==> src/rtl/pc_fetch_stage.sv <==
// pc_fetch_stage: program counter, instruction fetch request and IF/ID pipeline register.
// Ports:
//   clk, rst_n                     clock and asynchronous active-low reset
//   pc_o / imem_addr_o             current PC, feeds the external PC adder and instruction memory
//   pc_plus4_i                     PC adder result (pc_o + 4)
//   redirect_valid_i/redirect_pc_i branch/jump redirect from EX
//   stall_i, flush_i               hazard stall and IF/ID squash
//   imem_req_o, imem_ready_i,
//   imem_rdata_i                   instruction memory request/response
//   if_id_*                        IF/ID register towards decode
//   misalign_o                     pulse after a redirect target with nonzero bits[1:0]
module pc_fetch_stage #(
    parameter logic [31:0] RESET_PC  = 32'h0000_0000,
    parameter logic [31:0] NOP_INSTR = 32'h0000_0013
) (
    input  logic        clk,
    input  logic        rst_n,
    output logic [31:0] pc_o,
    input  logic [31:0] pc_plus4_i,
    input  logic        redirect_valid_i,
    input  logic [31:0] redirect_pc_i,
    input  logic        stall_i,
    input  logic        flush_i,
    output logic        imem_req_o,
    output logic [31:0] imem_addr_o,
    input  logic        imem_ready_i,
    input  logic [31:0] imem_rdata_i,
    output logic        if_id_valid_o,
    output logic [31:0] if_id_pc_o,
    output logic [31:0] if_id_pc4_o,
    output logic [31:0] if_id_instr_o,
    output logic        misalign_o
);
    typedef enum logic [1:0] {BOOT, RUN, KILL} state_t;
    state_t      r_state;
    logic [31:0] r_pc, r_tgt, r_if_pc, r_if_pc4, r_if_instr;
    logic        r_if_valid, r_req, r_misalign;
    logic [31:0] w_tgt;
    assign w_tgt         = {redirect_pc_i[31:2], 2'b00};
    assign pc_o          = r_pc;
    assign imem_addr_o   = r_pc;
    assign imem_req_o    = r_req;
    assign if_id_valid_o = r_if_valid;
    assign if_id_pc_o    = r_if_pc;
    assign if_id_pc4_o   = r_if_pc4;
    assign if_id_instr_o = r_if_instr;
    assign misalign_o    = r_misalign;
    always_ff @(posedge clk or negedge rst_n) begin
        if (!rst_n) begin
            r_state    <= BOOT;
            r_pc       <= RESET_PC;
            r_tgt      <= 32'h0;
            r_req      <= 1'b0;
            r_if_valid <= 1'b0;
            r_if_pc    <= 32'h0;
            r_if_pc4   <= 32'h0;
            r_if_instr <= NOP_INSTR;
            r_misalign <= 1'b0;
        end else begin
            r_misalign <= redirect_valid_i && (redirect_pc_i[1:0] != 2'b00);
            case (r_state)
                BOOT: begin
                    if (redirect_valid_i) r_pc <= w_tgt;
                    r_state <= RUN;
                    r_req   <= 1'b1;
                end
                RUN: begin
                    if (redirect_valid_i && !imem_ready_i) begin
                        // request in flight for the old PC: remember target until its response drains
                        r_tgt      <= w_tgt;
                        r_state    <= KILL;
                        r_if_valid <= 1'b0;
                        r_if_instr <= NOP_INSTR;
                    end else if (redirect_valid_i) begin
                        r_pc       <= w_tgt;
                        r_if_valid <= 1'b0;
                        r_if_instr <= NOP_INSTR;
                    end else if (flush_i) begin
                        if (imem_ready_i) r_pc <= pc_plus4_i;
                        r_if_valid <= 1'b0;
                        r_if_instr <= NOP_INSTR;
                    end else if (stall_i) begin
                        // hold everything; a response now is simply refetched from the same PC
                    end else if (imem_ready_i) begin
                        r_if_valid <= 1'b1;
                        r_if_pc    <= r_pc;
                        r_if_pc4   <= pc_plus4_i;
                        r_if_instr <= imem_rdata_i;
                        r_pc       <= pc_plus4_i;
                    end else begin
                        r_if_valid <= 1'b0;
                        r_if_instr <= NOP_INSTR;
                    end
                end
                KILL: begin
                    r_if_valid <= 1'b0;
                    r_if_instr <= NOP_INSTR;
                    if (imem_ready_i) begin
                        r_pc    <= redirect_valid_i ? w_tgt : r_tgt;
                        r_state <= RUN;
                    end else if (redirect_valid_i) begin
                        r_tgt <= w_tgt;
                    end
                end
                default: r_state <= BOOT;
            endcase
        end
    end
endmodule

==> config.mk <==
export PLATFORM = sky130hd
export DESIGN_NAME = pc_fetch_stage
export DESIGN_NICKNAME = d
export VERILOG_FILES = /design/src/rtl/pc_fetch_stage.sv
export SDC_FILE = /design/constraint.sdc
export NUM_CORES = 1
export LEC_CHECK = 0
export CAP_MARGIN = 20
export CORE_MARGIN = 4
export CORE_UTILIZATION = 44
export CTS_CLUSTER_SIZE = 10
export DETAILED_ROUTE_END_ITERATION = 16
export PLACE_DENSITY = 0.8
export SYNTH_ARGS = -nofsm -noshare
export SYNTH_HDL_FRONTEND = slang
export SYNTH_SLANG_ARGS = --single-unit
export TNS_END_PERCENT = 100
==> constraint.sdc <==
create_clock -name clk -period 2.6 [get_ports clk]
set_clock_uncertainty 0.15 [all_clocks]
set_input_delay 0.39 -clock clk [delete_from_list [all_inputs] [get_ports clk]]
set_output_delay 0.39 -clock clk [all_outputs]
set_load 0.1 [all_outputs]
# After elaboration in Yosys (flattened, before gate mapping)
# Index checks and enable logic that the tools add are counted.
[word_totals]
regBits = 165
inputBits = 102
output_inout_bits = 163
word_cells = 61
[op_classes]
n_eq_ne = 9
n_mux = 27
bitwise = 4
n_reduce_logical = 12
[op_table]
columns = ["cell", "n"]
rows = [
  ["$mux 32", 15],
  ["$pmux 32 s2", 2],
  ["$pmux 32 s3", 1],
  ["$ne 2x2->1 const B", 5],
  ["$pmux 2 s3", 1],
  ["$reduce_and 6->1", 1],
  ["$mux 1", 5],
  ["$ne 5x5->1 const B", 1],
  ["$reduce_and 5->1", 1],
  ["$mux 2", 2],
  ["$ne 4x4->1 const B", 1],
  ["$not 1->1", 4],
  ["$reduce_and 2->1", 2],
  ["$reduce_bool 2->1", 2],
  ["$reduce_and 3->1", 1],
  ["$reduce_bool 3->1", 1],
  ["$eq 2x1->1 const B", 1],
  ["$eq 2x2->1 const B", 1],
  ["$logic_and 1x1->1", 2],
  ["$logic_not 2->1", 1],
  ["$pmux 1 s2", 1],
  ["$logic_not 1->1", 1],
]

# Longest topological paths before layout
[logic_depth]
depth_word = 6
ltp_mapped = 8
depth_no_buf = 6

# Worst setup path before layout
# Ideal clock, no wire load.
[synth_timing]
path_kind = "register to register"
start = "register r_state[1]"
end = "register r_pc[10] (netlist: imem_addr_o[10])"
t_arrival_ns = 2.078
path_slack_ns = 0.247
stages_incl_launch_ff = 9
period_less_slack_ns = 2.353
path_cell_list = "dfrtp_1 > inv_1 > ha_1 > buf_4 > nor2_1 > or3b_1 > a211oi_4 > buf_6 > mux2_2"
[synth_via]
elab_chain_len = 3
elab_cells_between_ends = 10
cone_classes = "eq/ne (6); mux (1); reduce/logical (3)"
[synth_lines]
columns = ["item", "line", "source"]
rows = [
  ["start, declared", "35", "state_t r_state;"],
  ["start signal, assigned", "50", "r_state <= BOOT;"],
  ["start signal, assigned", "64", "r_state <= RUN;"],
  ["start signal, assigned", "71", "r_state <= KILL;"],
  ["$eq 2x1->1 (tied with other cells)", "61", "case (r_state)"],
  ["$ne 4x4->1 (no line) (tied with other cells)", "n/a", ""],
  ["$reduce_and 5->1 (no line)", "n/a", ""],
  ["end signal, assigned", "63", "if (redirect_valid_i) r_pc <= w_tgt;"],
  ["end signal, assigned", "75", "r_pc <= w_tgt;"],
  ["end signal, assigned", "79", "if (imem_ready_i) r_pc <= pc_plus4_i;"],
  ["end, declared", "36", "logic [31:0] r_pc, r_tgt, r_if_pc, r_if_pc4, r_if_instr;"],
]
# Several ways; a longest one is shown, not always the timed one.
# A chain may end at the register's enable or synchronous reset.

# Final worst setup path
[layout_timing]
start = "register r_state[0]"
end = "register r_pc[17] (netlist: imem_addr_o[17])"
# The elaborated chain is that of the path after synthesis.

==> flow_metrics.tcl <==
set metrics [dict create \
    htree_levels 4 \
    root_buffer "clkbuf_16" \
    rsz0062_at_grt "false" \
    io_buffers 264 \
    core_area_um2 15370 \
    io_pins 265 \
    path_cells "inv_1 > ha_2 > nor2_1 > or3b_1 > a211oi_4 > buf_12 > mux2_2" \
    path_clk_slew_ns 0.07 \
    layout_min_cycle_time_ns 2.483 \
    netlist_area_um2 6998 \
    layout_commonest_cell "buf_4" \
    maxSlewHeadroom_pct 57.81 \
    fin_area_um2 9901 \
    gr-usage-all-layers_pct 20.25 \
    syn-num-nets 594 \
    finalSetupViolCount 0 \
    drive_gt1_share_pct 47.43 \
    vias_per_cell 5.285 \
    final_util_pct 64.41 \
    worst_ep_required_time_ns 2.75 \
    initial_core_util_pct 45.53 \
    clk_path_buf_depth 2 \
    drv_cap 0 \
    tightest_slew_ns 0.6328 \
    grt_max_degree 68 \
    syn-instance-count 487 \
    ys_warn_count 0 \
    cts_setup_buffers 0 \
    hpwl_um 13010 \
    drt_pass1_iterations 4 \
    avgSynthCellArea_um2 14.37 \
    num_rows 45 \
    cp.arrival_ns 2.63 \
    slowest_delay_ns 0.43 \
    status "finished clean" \
    die_area_um2 17990 \
    post-route-period-util_pct 95.50 \
    cts_resized 0 \
    gp_congestion 0.7799 \
    hold_path_class "reg -> reg" \
    synth_edf_count 0 \
    finalHoldViolCount 0 \
    ant_nets 0 \
    antennaDiodeCount 0 \
    ys_seq_elements 165 \
    fp.dieH_um 134.1 \
    slowest_stage "dfrtp_1" \
    drc_errors 0 \
    max_freq_mhz 402.7 \
    synth_ff_type "dfrtp_1" \
    synth-async-reset-ratio_pct 100.0 \
    fill_cells 1141 \
    grt_pass1_vias 5403 \
    cts_made_buffers 17 \
    startpoint_type "register" \
    hold_depth 1 \
    clkSinkCount 165 \
    chipWidth_um 134.1 \
    placed_area_um2 9328 \
    grt-ovfl-total 0 \
    endpoint_kind "register" \
    rr_worst_depth 7 \
    wl_um 18150 \
    num_vias 5026 \
    grt_pass1_wl_um 28590 \
    cts_hold_buf 1 \
    fin_nets 834 \
    drtIter0Drc 182 \
    worstSetupPathType "reg -> reg" \
    avgRoutedWirePerCell_um 19.08 \
    cts_tree "built" \
    worstPathMaxFanout 32 \
    r2r_slack_ns 0.12 \
    maxSlewViolCount 0 \
    areaGrowthSynthToFinish_pct 41.48 \
    mostFrequentLayoutCells "buf_4, dfrtp_1, mux2_2, clkdlybuf4s50_1, a22oi_1" \
    antenna_found_initial 0 \
    clock_latency_ns 0.42 \
    ys_seq_area_share_pct 59.06 \
    ys_types 33 \
]
==> cells by family (layout without fill, tap and decap cells) <==
kind of cell	after synthesis	in the layout	synth area share (%)
AO/OA/AOI/OAI	105	105	12.46
adder cells (fa/ha/maj)	5	5	0.8940
buffers and inverters	68	321	5.811
flip-flops	165	165	59.06
multiplexers	127	127	20.42
AND/OR/NAND/NOR	17	17	1.359
==> through the flow <==
stage               setup slack [ns]  setup TNS [ns]  hold WS, ns  std cells
CTS                           0.1277               0       0.3414        951
finish                        0.1169               0       0.3408        951
floorplan                     0.2466               0     -0.05559        487
detailed placement         -0.007516        -0.02409       0.2902        918
global placement             0.02652               0       0.2768        918
global route                 0.02755               0       0.3675        951
==> final timing paths <==
| kind | start | endpoint |
|---|---|---|
| worst max-delay path | r_state[0] | imem_addr_o[17] |
| worst min-delay path | if_id_valid_o | if_id_valid_o |
| worst max register to register | r_state[0] | imem_addr_o[17] |
| worst min register to register | if_id_valid_o | if_id_valid_o |
| max in group asynchronous | rst_n | if_id_instr_o[1] |
| min in group asynchronous | rst_n | if_id_instr_o[11] |
==> final cells by class <==
type / instances / area (um2) / area share, %
clock buffers: 20 / 456.7 / 4.613
clock inverters: 12 / 106.4 / 1.074
inverters: 3 / 11.26 / 0.1137
multi-input cells: 254 / 2476 / 25.01
flip-flops and latches: 165 / 4133 / 41.74
well taps: 211 / 264.0 / 2.666
repair buffers: 286 / 2454 / 24.78
==> layer usage <==
| metal | vias up | share of wire (%) | GRT usage, % |
|---|---|---|---|
| li1 | 2264 | - | - |
| met1 | 2551 | 40 | 24.34 |
| met2 | 194 | 51 | 34.78 |
| met3 | 17 | 7.6 | 6.677 |
| met4 | 0 | 1.3 | 6.222 |
| met5 | - | 0 | 0 |
==> flip-flops by register name, summed over array words and instances (netlist names) <==
signal and flops:
if_id_instr_o 32, if_id_pc4_o 32, if_id_pc_o 32, imem_addr_o 32, r_tgt 32, r_state 2
if_id_valid_o 1, imem_req_o 1, misalign_o 1
==> worst max-delay path: cells and delay by family, from the launching register on <==
kind | cells | cell delay, ns
and+or+nand+nor | 2 | 0.51
DFF | 1 | 0.43
adders and majority gates | 1 | 0.20
buffers and inverters | 2 | 0.40
muxes | 1 | 0.36
AOI/OAI and AO/OA | 1 | 0.29
==> synth_stat cells (3+ instances only) <==
cell / instances / area (um2)
a22oi_1: 32 / 240.2
nand2b_1: 3 / 18.77
ha_1: 5 / 62.56
a22o_1: 29 / 254.0
nor2_1: 5 / 18.77
mux2_2: 125 / 1408
inv_1: 3 / 11.26
buf_2: 4 / 20.02
o2bb2ai_1: 30 / 262.8
dfstp_2: 3 / 78.83
buf_1: 4 / 15.01
buf_6: 3 / 33.78
o32a_1: 3 / 30.03
dfrtp_1: 162 / 4054
buf_4: 33 / 247.7
clkbuf_1: 21 / 78.83
Power is not shown: default switching activity piles up to over one toggle a cycle in this logic, so the estimate is an artifact.
